File: config.mk
export PLATFORM = sky130hd
export DESIGN_NAME = approx_mul_rr_sched_flat
export DESIGN_NICKNAME = d
export VERILOG_FILES = /design/src/rtl/approx_mul_rr_sched_if.sv /design/src/rtl/approx_mul_rr_sched.sv /design/src/flat_wrapper.sv
export SDC_FILE = /design/constraint.sdc
export NUM_CORES = 1
export LEC_CHECK = 0
export CORE_MARGIN = 5
export CORE_UTILIZATION = 31
export CTS_CLUSTER_DIAMETER = 120
export CTS_CLUSTER_SIZE = 20
export DETAILED_ROUTE_END_ITERATION = 8
export PLACE_DENSITY = 0.58
export SETUP_SLACK_MARGIN = 0.05
export SYNTH_ARGS = -nofsm -noshare
export SYNTH_HDL_FRONTEND = slang
export SYNTH_SLANG_ARGS = --single-unit
File: constraint.sdc
create_clock -name clk -period 5.5 [get_ports clk]
set_clock_uncertainty 0.1 [all_clocks]
set_input_delay 1.1 -clock clk [delete_from_list [all_inputs] [get_ports clk]]
set_output_delay 1.1 -clock clk [all_outputs]
set_load 0.02 [all_outputs]
File: src/rtl/approx_mul_rr_sched_if.sv
// Request/result bundle for approx_mul_rr_sched: NREQ operand lanes in, one tagged product out.
// master = requester/consumer side, slave = the scheduler.
interface approx_mul_rr_sched_if #(
  parameter int NREQ = 4,
  parameter int IDW  = 2,
  parameter int CNTW = 16
);
  logic [NREQ-1:0]   req_valid;
  logic [8*NREQ-1:0] req_x;
  logic [8*NREQ-1:0] req_y;
  logic [NREQ-1:0]   req_ready;
  logic              out_valid;
  logic              out_ready;
  logic [15:0]       out_z;
  logic [IDW-1:0]    out_id;
  logic [CNTW-1:0]   op_count;
  logic              err_clr;
  logic [31:0]       err_sum;
  logic [15:0]       err_max;

  modport master (
    output req_valid, req_x, req_y, out_ready, err_clr,
    input  req_ready, out_valid, out_z, out_id, op_count, err_sum, err_max
  );

  modport slave (
    input  req_valid, req_x, req_y, out_ready, err_clr,
    output req_ready, out_valid, out_z, out_id, op_count, err_sum, err_max
  );
endinterface

File: src/rtl/approx_mul_rr_sched.sv
// Round-robin scheduler sharing one Mitchell-style approximate 8x8 multiplier among NREQ lanes.
// Optional macro APPROX_ERR_MON_EN adds an exact reference multiplier and |error| sum/max monitor.
module approx_mul_rr_sched #(
  parameter int NREQ = 4,
  parameter int IDW  = 2,
  parameter int CNTW = 16
) (
  input logic                   clk,
  input logic                   rst,
  approx_mul_rr_sched_if.slave  bus
);
  logic [IDW-1:0]  rr_ptr_reg;
  logic            out_valid_reg;
  logic [15:0]     out_z_reg;
  logic [IDW-1:0]  out_id_reg;
  logic [CNTW-1:0] op_count_reg;

  logic [7:0]      x_arr [NREQ];
  logic [7:0]      y_arr [NREQ];
  logic [IDW:0]    cand_sum [NREQ];
  logic [IDW-1:0]  cand_idx [NREQ];

  logic            grant_found;
  logic [IDW-1:0]  grant_idx;
  logic [IDW-1:0]  rr_ptr_next;
  logic            can_issue;
  logic            transfer;

  logic [7:0]      x_sel, y_sel, nx, ny;
  logic [2:0]      kx, ky;
  logic [3:0]      fsum;
  logic [3:0]      exp_sum;
  logic [18:0]     wide;
  logic [15:0]     approx_z;

  function automatic logic [2:0] lod8(input logic [7:0] v);
    lod8 = 3'd0;
    for (int b = 0; b < 8; b++) begin
      if (v[b]) lod8 = 3'(b);
    end
  endfunction

  assign can_issue = !out_valid_reg || bus.out_ready;
  assign transfer  = grant_found && can_issue && !rst;

  // cand_idx[gi] is the gi-th lane in scan order starting at rr_ptr
  genvar gi;
  generate
    for (gi = 0; gi < NREQ; gi++) begin : g_lane
      assign x_arr[gi]    = bus.req_x[8*gi +: 8];
      assign y_arr[gi]    = bus.req_y[8*gi +: 8];
      assign cand_sum[gi] = {1'b0, rr_ptr_reg} + (IDW+1)'(gi);
      assign cand_idx[gi] = (cand_sum[gi] >= (IDW+1)'(NREQ)) ?
                            IDW'(cand_sum[gi] - (IDW+1)'(NREQ)) : cand_sum[gi][IDW-1:0];
      assign bus.req_ready[gi] = grant_found && (grant_idx == IDW'(gi)) && can_issue && !rst;
    end
  endgenerate

  always_comb begin
    grant_found = 1'b0;
    grant_idx   = '0;
    for (int k = NREQ - 1; k >= 0; k--) begin
      if (bus.req_valid[cand_idx[k]]) begin
        grant_found = 1'b1;
        grant_idx   = cand_idx[k];
      end
    end
  end

  assign rr_ptr_next = (grant_idx == IDW'(NREQ - 1)) ? '0 : grant_idx + IDW'(1);

  // Log-domain product: 3-bit truncated mantissas added, carry bumps the exponent.
  // With a carry the mantissa sum itself is the result mantissa, so it is always {1,fsum[2:0]}.
  always_comb begin
    x_sel    = x_arr[grant_idx];
    y_sel    = y_arr[grant_idx];
    kx       = lod8(x_sel);
    ky       = lod8(y_sel);
    nx       = x_sel << (3'd7 - kx);
    ny       = y_sel << (3'd7 - ky);
    fsum     = {1'b0, nx[6:4]} + {1'b0, ny[6:4]};
    exp_sum  = {1'b0, kx} + {1'b0, ky} + {3'b000, fsum[3]};
    wide     = {15'd0, 1'b1, fsum[2:0]} << exp_sum;
    approx_z = (x_sel == 8'd0 || y_sel == 8'd0) ? 16'd0 : wide[18:3];
  end

  always_ff @(posedge clk or posedge rst) begin
    if (rst) begin
      rr_ptr_reg    <= '0;
      out_valid_reg <= 1'b0;
      out_z_reg     <= '0;
      out_id_reg    <= '0;
      op_count_reg  <= '0;
    end else if (transfer) begin
      out_z_reg     <= approx_z;
      out_id_reg    <= grant_idx;
      out_valid_reg <= 1'b1;
      rr_ptr_reg    <= rr_ptr_next;
      if (op_count_reg != '1) op_count_reg <= op_count_reg + CNTW'(1);
    end else if (bus.out_ready && out_valid_reg) begin
      out_valid_reg <= 1'b0;
    end
  end

  assign bus.out_valid = out_valid_reg;
  assign bus.out_z     = out_z_reg;
  assign bus.out_id    = out_id_reg;
  assign bus.op_count  = op_count_reg;

`ifdef APPROX_ERR_MON_EN
  logic [15:0] exact_z;
  logic [15:0] err_abs;
  logic [32:0] err_acc;
  logic [31:0] err_sum_reg;
  logic [15:0] err_max_reg;

  always_comb begin
    exact_z = 16'(x_sel) * 16'(y_sel);
    err_abs = (exact_z >= approx_z) ? exact_z - approx_z : approx_z - exact_z;
    err_acc = {1'b0, err_sum_reg} + {17'd0, err_abs};
  end

  // Clear wins over an accumulation in the same cycle
  always_ff @(posedge clk or posedge rst) begin
    if (rst) begin
      err_sum_reg <= '0;
      err_max_reg <= '0;
    end else if (bus.err_clr) begin
      err_sum_reg <= '0;
      err_max_reg <= '0;
    end else if (transfer) begin
      err_sum_reg <= err_acc[32] ? 32'hFFFF_FFFF : err_acc[31:0];
      if (err_abs > err_max_reg) err_max_reg <= err_abs;
    end
  end

  assign bus.err_sum = err_sum_reg;
  assign bus.err_max = err_max_reg;
`else
  logic unused_err_clr;
  assign unused_err_clr = bus.err_clr;
  assign bus.err_sum    = '0;
  assign bus.err_max    = '0;
`endif

endmodule
File: src/flat_wrapper.sv
// flat-port wrapper written by rule: the top's interface ports become plain ports
module approx_mul_rr_sched_flat 
#(
  parameter int NREQ = 4,
  parameter int IDW  = 2,
  parameter int CNTW = 16
)
  (clk, rst, bus_req_valid, bus_req_x, bus_req_y, bus_out_ready, bus_err_clr, bus_req_ready, bus_out_valid, bus_out_z, bus_out_id, bus_op_count, bus_err_sum, bus_err_max);
  approx_mul_rr_sched_if #(.NREQ(NREQ), .IDW(IDW), .CNTW(CNTW)) bus_i ();
  input logic clk;
  input logic rst;
  input wire logic [$bits(bus_i.req_valid)-1:0] bus_req_valid;
  input wire logic [$bits(bus_i.req_x)-1:0] bus_req_x;
  input wire logic [$bits(bus_i.req_y)-1:0] bus_req_y;
  input wire logic [$bits(bus_i.out_ready)-1:0] bus_out_ready;
  input wire logic [$bits(bus_i.err_clr)-1:0] bus_err_clr;
  output wire logic [$bits(bus_i.req_ready)-1:0] bus_req_ready;
  output wire logic [$bits(bus_i.out_valid)-1:0] bus_out_valid;
  output wire logic [$bits(bus_i.out_z)-1:0] bus_out_z;
  output wire logic [$bits(bus_i.out_id)-1:0] bus_out_id;
  output wire logic [$bits(bus_i.op_count)-1:0] bus_op_count;
  output wire logic [$bits(bus_i.err_sum)-1:0] bus_err_sum;
  output wire logic [$bits(bus_i.err_max)-1:0] bus_err_max;
  assign bus_i.req_valid = bus_req_valid;
  assign bus_i.req_x = bus_req_x;
  assign bus_i.req_y = bus_req_y;
  assign bus_i.out_ready = bus_out_ready;
  assign bus_i.err_clr = bus_err_clr;
  assign bus_req_ready = bus_i.req_ready;
  assign bus_out_valid = bus_i.out_valid;
  assign bus_out_z = bus_i.out_z;
  assign bus_out_id = bus_i.out_id;
  assign bus_op_count = bus_i.op_count;
  assign bus_err_sum = bus_i.err_sum;
  assign bus_err_max = bus_i.err_max;
  approx_mul_rr_sched #(.NREQ(NREQ), .IDW(IDW), .CNTW(CNTW)) u_core (.clk(clk), .rst(rst), .bus(bus_i));
endmodule
# Word-level counts from Yosys, hierarchy flattened
# Index checks and enable logic that the tools add are counted.
dict set report totals {
  regBits 37
  input_bits 72
  out_inout_bits 87
  wordCells 104
}
dict set report op_classes {
  add_sub_neg 14
  magnitude_cmp 9
  n_eq_ne 4
  shift 3
  n_mux 44
  n_bitwise 1
  reduce_logical 24
}
# operator count
set op_table {}
lappend op_table {{binary-select mux 8 bit (select 2 bit)} 2}
lappend op_table {{two-way mux 8 bit} 4}
lappend op_table {{two-way mux 2 bit} 13}
lappend op_table {{two-way mux 3 bit} 8}
lappend op_table {{<< shifter 4 x 4 -> 19 bit} 1}
lappend op_table {{adder 16 x 1 -> 16 bit (second input constant)} 1}
lappend op_table {{logical NOT 8 bit} 2}
lappend op_table {{two-way mux 16 bit} 1}
lappend op_table {{!= test 16 bit (second input constant)} 1}
lappend op_table {{<< shifter 8 x 3 -> 7 bit} 2}
lappend op_table {{logical AND 1 bit} 15}
lappend op_table {{greater-or-equal comparator 3 bit (second input constant)} 4}
lappend op_table {{less-than comparator 2 x 3 -> 1 bit (second input constant)} 4}
lappend op_table {{two-way mux 1 bit} 12}
lappend op_table {{adder 3 x 3 -> 4 bit} 2}
lappend op_table {{binary-select mux 1 bit (select 2 bit)} 4}
lappend op_table {{subtractor 2 x 1 -> 2 bit (second input constant)} 4}
lappend op_table {{adder 2 x 2 -> 3 bit (second input constant)} 2}
lappend op_table {{subtractor 3 bit (first input constant)} 2}
lappend op_table {{adder 4 x 1 -> 4 bit} 1}
lappend op_table {{== test 2 bit (second input constant)} 2}
lappend op_table {{adder 2 x 1 -> 3 bit (second input constant)} 1}
lappend op_table {{greater-or-equal comparator 2 x 3 -> 1 bit (second input constant)} 1}
lappend op_table {{NOT 2 -> 3 bit} 1}
lappend op_table {{7 further kinds} 9}

# Longest topological paths before layout
dict set report depth {
  ltp_word 26
  mapped_depth 23
  mapped_depth_nobuf 22
}

# Worst setup path before layout
# No wires, ideal clock.
dict set report synth_path {
  path_kind {input port to flip-flop}
  startpoint {input bus_req_valid[0]}
  endpoint {register u_core.out_z_reg[7] (netlist: u_core.bus.out_z[7])}
  setup_time_ns 0.118
  arrival_time_ns 5.357
  required_time_ns 5.282
  setup_slack_ns -0.076
  stages 20
  path_buffers 2
  path_cell_list {nor2b_1 > o21ba_2 > nor2_4 > inv_4 > buf_6 > a211oi_1 > nor2_1 > a221oi_4 > and4bb_1 > or3_1 > ha_1 > a21o_1 > a21oi_1 > fa_1 > fa_1 > clkbuf_1 > mux2i_1 > nor3_1 > a21oi_1 > o21ai_2}
}
dict set report synth_via {
  elab_chain_len 23
  elab_cells_between_ends 51
  classes_between {add/sub: 5; shift: 3; mux: 37; bitwise: 1; reduce/logical: 5}
}
# item line_no
set synth_rtl {}
lappend synth_rtl {{start, declared} flat_wrapper.sv:12} ;# input wire logic [$bits(bus_i.req_valid)-1:0] bus_req_valid;
lappend synth_rtl {{binary-select mux 1 bit (select 2 bit)} approx_mul_rr_sched.sv:63} ;# if (bus.req_valid[cand_idx[k]]) begin
lappend synth_rtl {{two-way mux 1 bit (implied by the code)} approx_mul_rr_sched.sv:63}
lappend synth_rtl {{two-way mux 2 bit (3 in series)} approx_mul_rr_sched.sv:63}
lappend synth_rtl {{two-way mux 2 bit *} approx_mul_rr_sched.sv:63}
lappend synth_rtl {{via u_core.grant_idx[1]} approx_mul_rr_sched.sv:24} ;# logic [IDW-1:0] grant_idx;
lappend synth_rtl {{NOT 2 -> 3 bit (implied by the code) *} {approx_mul_rr_sched.sv:75, approx_mul_rr_sched.sv:76}}
lappend synth_rtl {{binary-select mux 8 bit (select 2 bit), on equally long branches} {approx_mul_rr_sched.sv:75, approx_mul_rr_sched.sv:76}}
lappend synth_rtl {{two-way mux 8 bit, on equally long branches (2 in series)} {approx_mul_rr_sched.sv:75, approx_mul_rr_sched.sv:76}}
lappend synth_rtl {{two-way mux 1 bit} approx_mul_rr_sched.sv:39} ;# if (v[b]) lod8 = 3'(b);
lappend synth_rtl {{two-way mux 2 bit (2 in series)} approx_mul_rr_sched.sv:39}
lappend synth_rtl {{two-way mux 3 bit (4 in series)} approx_mul_rr_sched.sv:39}
lappend synth_rtl {{subtractor 3 bit, on equally long branches} {approx_mul_rr_sched.sv:79, approx_mul_rr_sched.sv:80}}
lappend synth_rtl {{<< shifter 8 x 3 -> 7 bit, on equally long branches} {approx_mul_rr_sched.sv:79, approx_mul_rr_sched.sv:80}}
lappend synth_rtl {{adder 3 x 3 -> 4 bit} approx_mul_rr_sched.sv:81} ;# fsum = {1'b0, nx[6:4]} + {1'b0, ny[6:4]};
lappend synth_rtl {{adder 4 x 1 -> 4 bit} approx_mul_rr_sched.sv:82} ;# exp_sum = {1'b0, kx} + {1'b0, ky} + {3'b000, fsum[3]};
lappend synth_rtl {{<< shifter 4 x 4 -> 19 bit} approx_mul_rr_sched.sv:83} ;# wide = {15'd0, 1'b1, fsum[2:0]} << exp_sum;
lappend synth_rtl {{two-way mux 16 bit *} approx_mul_rr_sched.sv:84} ;# approx_z = (x_sel == 8'd0 || y_sel == 8'd0) ? 16'd0 : wide[18:3];
lappend synth_rtl {{end signal, assigned} approx_mul_rr_sched.sv:95} ;# out_z_reg <= approx_z;
lappend synth_rtl {{end, declared} approx_mul_rr_sched.sv:14} ;# logic [15:0] out_z_reg;
# The timed path passes the listed nets; every way through them passes the cells marked *. The select of a mux whose other input is x is not followed.
# A chain may end at the register's enable or synchronous reset.

# Worst setup path in the final report
dict set report layout_path {
  startpoint {input bus_req_valid[2]}
  endpoint {register u_core.out_z_reg[11] (netlist: u_core.bus.out_z[11])}
}
dict set report layout_via {
  elab_chain_len 23
  elab_cells_between_ends 51
  classes_between {add/sub: 5; shift: 3; mux: 37; bitwise: 1; reduce/logical: 5}
}
# item line_no
set layout_rtl {}
lappend layout_rtl {{binary-select mux 1 bit (select 2 bit)} approx_mul_rr_sched.sv:63}
lappend layout_rtl {{two-way mux 1 bit (implied by the code)} approx_mul_rr_sched.sv:63}
lappend layout_rtl {{two-way mux 2 bit (4 in series)} approx_mul_rr_sched.sv:63}
lappend layout_rtl {{NOT 2 -> 3 bit (implied by the code)} {approx_mul_rr_sched.sv:75, approx_mul_rr_sched.sv:76}}
lappend layout_rtl {{binary-select mux 8 bit (select 2 bit), on equally long branches} {approx_mul_rr_sched.sv:75, approx_mul_rr_sched.sv:76}}
lappend layout_rtl {{two-way mux 8 bit, on equally long branches (2 in series)} {approx_mul_rr_sched.sv:75, approx_mul_rr_sched.sv:76}}
lappend layout_rtl {{two-way mux 1 bit} approx_mul_rr_sched.sv:39}
lappend layout_rtl {{two-way mux 2 bit (2 in series)} approx_mul_rr_sched.sv:39}
lappend layout_rtl {{two-way mux 3 bit (4 in series)} approx_mul_rr_sched.sv:39}
lappend layout_rtl {{subtractor 3 bit, on equally long branches} {approx_mul_rr_sched.sv:79, approx_mul_rr_sched.sv:80}}
lappend layout_rtl {{<< shifter 8 x 3 -> 7 bit, on equally long branches} {approx_mul_rr_sched.sv:79, approx_mul_rr_sched.sv:80}}
lappend layout_rtl {{adder 3 x 3 -> 4 bit} approx_mul_rr_sched.sv:81}
lappend layout_rtl {{adder 4 x 1 -> 4 bit} approx_mul_rr_sched.sv:82}
lappend layout_rtl {{<< shifter 4 x 4 -> 19 bit} approx_mul_rr_sched.sv:83}
lappend layout_rtl {{two-way mux 16 bit} approx_mul_rr_sched.sv:84}
# Parallel ways exist; a longest one is shown, timed or not. The select of a mux whose other input is x is not followed.

==> qor.csv <==
metric,value,unit
viasPerCell,4.87,
hold_class,flip-flop to flip-flop,
vias,4172,
hold_slack,0.375,ns
fill_cells,1099,
yosys_warnings,0,
timing.rr.start,u_core.rr_ptr_reg[0],
path_max_fanout,11,
routed_wl,12.5,mm
fin_tns_setup,0,ns
max-slew-margin-rel,0.588,
power.share.switching,0.470,
insertion_delay,0.27,ns
ys_async_sr_fraction,1.00,
finalHoldViolCount,0,
leakage,2.83,nW
rsz0062_at_grt,yes,
drcViolationCount,0,
yosys.area.top_type,dfrtp_1,
maxSlewViolCount,0,
layout_common_cells,"buf_4 (110), clkdlybuf4s50_1 (105), conb_1 (48)",
regArea,926,um2
dr.first_iter.drc_count,226,
grt_antenna_before_repair,0,
min_period,5.44,ns
clkPwrFrac,0.065,
yosys.area.top_type_share,0.242,
crit_buf_inv,7,
cp-startpoint,bus_req_valid[2],
synth.avg_cell_area,8.25,um2
reg2reg_depth,18,
worstSetupPathType,input pin to flip-flop,
r2r_slack,0.49,ns
ys.flop_type,dfrtp_1,
antenna_cells,0,
ys_seq_area_frac,0.242,
io_buffers,109,
core-area,12100,um2
max_freq,184,MHz
post-dp-hpwl,9.52,mm
worstMarginPinSlew,0.618,ns
cpMaxStageDelayCell,fa_2,
drive_gt1_frac,0.333,
synth_edf_count,0,
arrival,5.54,ns
grt_pass1_vias,4085,
cts_max_path_buffers,2,
syn_area,3820,um2
power_density,659,nW/um2
ant_nets,0,
multi_input_area,2930,um2
place.gp.congestion,0.853,
grt.overflow.total,0,
dieArea,14600,um2
synth_cell_types,78,
cts.root.buffer_cell,clkbuf_16,
cp-end-kind,flip-flop,
critPathCapture,u_core.bus.out_z[11],
cts_inserted_buffers,5,
ios,159,
core.rowCount,40,
final_util,0.532,
met2_usage,0.274,
seqPwrFrac,0.097,
routedWlPerCell,14.6,um
path_delay_family,compound AO/OA/AOI/OAI gates,
worst_setup_path_start_kind,input pin,
power_frac_comb,0.838,
r2r_end,u_core.bus.out_z[13],
required,5.60,ns
outcome,finished clean,
cts_max_level,2,
die_x,121,um
gr-usage-all-layers,0.160,
maxCapViolations,0,
drtPass1Iterations,4,
fin_nets,773,
die_height,121,um
final_common_cell,buf_4,
grt_max_degree,38,
yosys-top-cells-area,"dfrtp_1 (24%), buf_4 (9.6%), nand3_1 (5.0%)",
peakVddDrop,0.497,mV
finalSetupViolations,0,
area_growth,67.8,%
final_cells,856,
clkTransAtPathRegs,0.05,ns
busiest_layer,met2,
initial_utilization,0.317,
dpl.cell_count,815,
grt_pass1_wl,19.6,mm
cts_tree,yes,
total_power,0.00423,W
synthCells,463,
internal-power,0.00224,W
cp.depth,25,
grt_use_met1,0.208,
fin_crit_sh,0.990,
p_switching,0.00199,W
crit_path_frequent_cell,buf_6,
cpPeakStageDelay,0.52,ns
met3_usage,0.0280,
ys_ff_latch,37,
clock-sinks,37,
[how the worst min path moves through the flow]
| stage | slack [ns] | to | cells past startpoint | from |
|---|---|---|---|---|
| 6_report | 0.38 | u_core.bus.out_z[0] | 2 | u_core.bus.out_z[0] |
| 2_1_floorplan | 0.45 | u_core.rr_ptr_reg[1] | 2 | u_core.rr_ptr_reg[1] |
| 4_1_cts | 0.38 | u_core.bus.out_z[0] | 2 | u_core.bus.out_z[0] |
| 5_1_grt | 0.40 | u_core.bus.out_z[3] | 2 | u_core.bus.out_z[3] |
| 3_5_place_dp | 0.37 | u_core.bus.out_z[0] | 2 | u_core.bus.out_z[0] |
| 3_3_place_gp | 0.37 | u_core.bus.out_z[3] | 2 | u_core.bus.out_z[3] |
[stage by stage]
| step | setup slack (ns) | instance area [um2] |
|---|---|---|
| after floorplan | 0.0109 | 4010 |
| after global placement | -0.739 | 5560 |
| after detailed placement | -0.822 | 5560 |
| after CTS | 0.0546 | 5990 |
| after global routing | -0.137 | 6410 |
| final | 0.0557 | 6410 |
[repair_timing]
item                       4_1_cts  5_1_grt
pin swaps                       32       44
hold endpoints to repair         0        0
hold buffers                     0        0
buffers inserted                 8       23
resized for setup               66       61
cloned                           3        0
setup endpoints to repair       16       16
[worst min-delay path, stage by stage (launching register included)]
cell and delay, ns:
dfrtp_1 0.34, nand2_1 0.05, o31ai_1 0.05
[synthesized netlist by cell type, drive strengths merged, types with 7 or more instances]
| cell type | number |
|---|---|
| buf | 60 |
| nand2 | 47 |
| nand3 | 38 |
| dfrtp | 37 |
| o21ai | 32 |
| nor2 | 28 |
| and3 | 23 |
| a211oi | 18 |
| a21oi | 16 |
| xnor2 | 14 |
| ha | 10 |
| inv | 10 |
| clkbuf | 9 |
| nor3 | 9 |
| o31ai | 9 |
| and2 | 8 |
| nor2b | 7 |
[cells by family after synthesis]
family	count (synthesis)	share of synthesized area
XOR/XNOR	17	0.0390
AND/OR/NAND/NOR	185	0.258
other	1	0.000981
AO/OA/AOI/OAI	125	0.254
multiplexers	6	0.0160
adder cells (fa/ha/maj)	13	0.0485
flip-flops	37	0.242
buffers and inverters	79	0.142
[power groups by stage]
stage | combinational, W | clock, W | sequential, W
final | 0.00354 | 0.000275 | 0.000412
after detailed placement | 0.00271 | 0 | 0.000414
after global placement | 0.00264 | 0 | 0.000411
after global routing | 0.00385 | 0.000294 | 0.000423
after floorplan | 0.00161 | 0 | 0.000479
after CTS | 0.00299 | 0.000282 | 0.000411
[metal layers]
metal,vias to the layer above,share of wire
met1,1966,0.42
li1,2046,-
met3,19,0.072
met4,0,0.015
met2,141,0.49
met5,-,0
[cell type report]
type                            instances  area share
Clock buffer                            7      0.0222
Timing Repair Buffer                  238       0.335
Tap cell                              168      0.0328
Inverter                               10     0.00858
Multi-Input combinational cell        395       0.456
Sequential cell                        37       0.144
Timing Repair inverter                  1    0.000975
No activity file was read; power rests on OpenSTA's default activity.
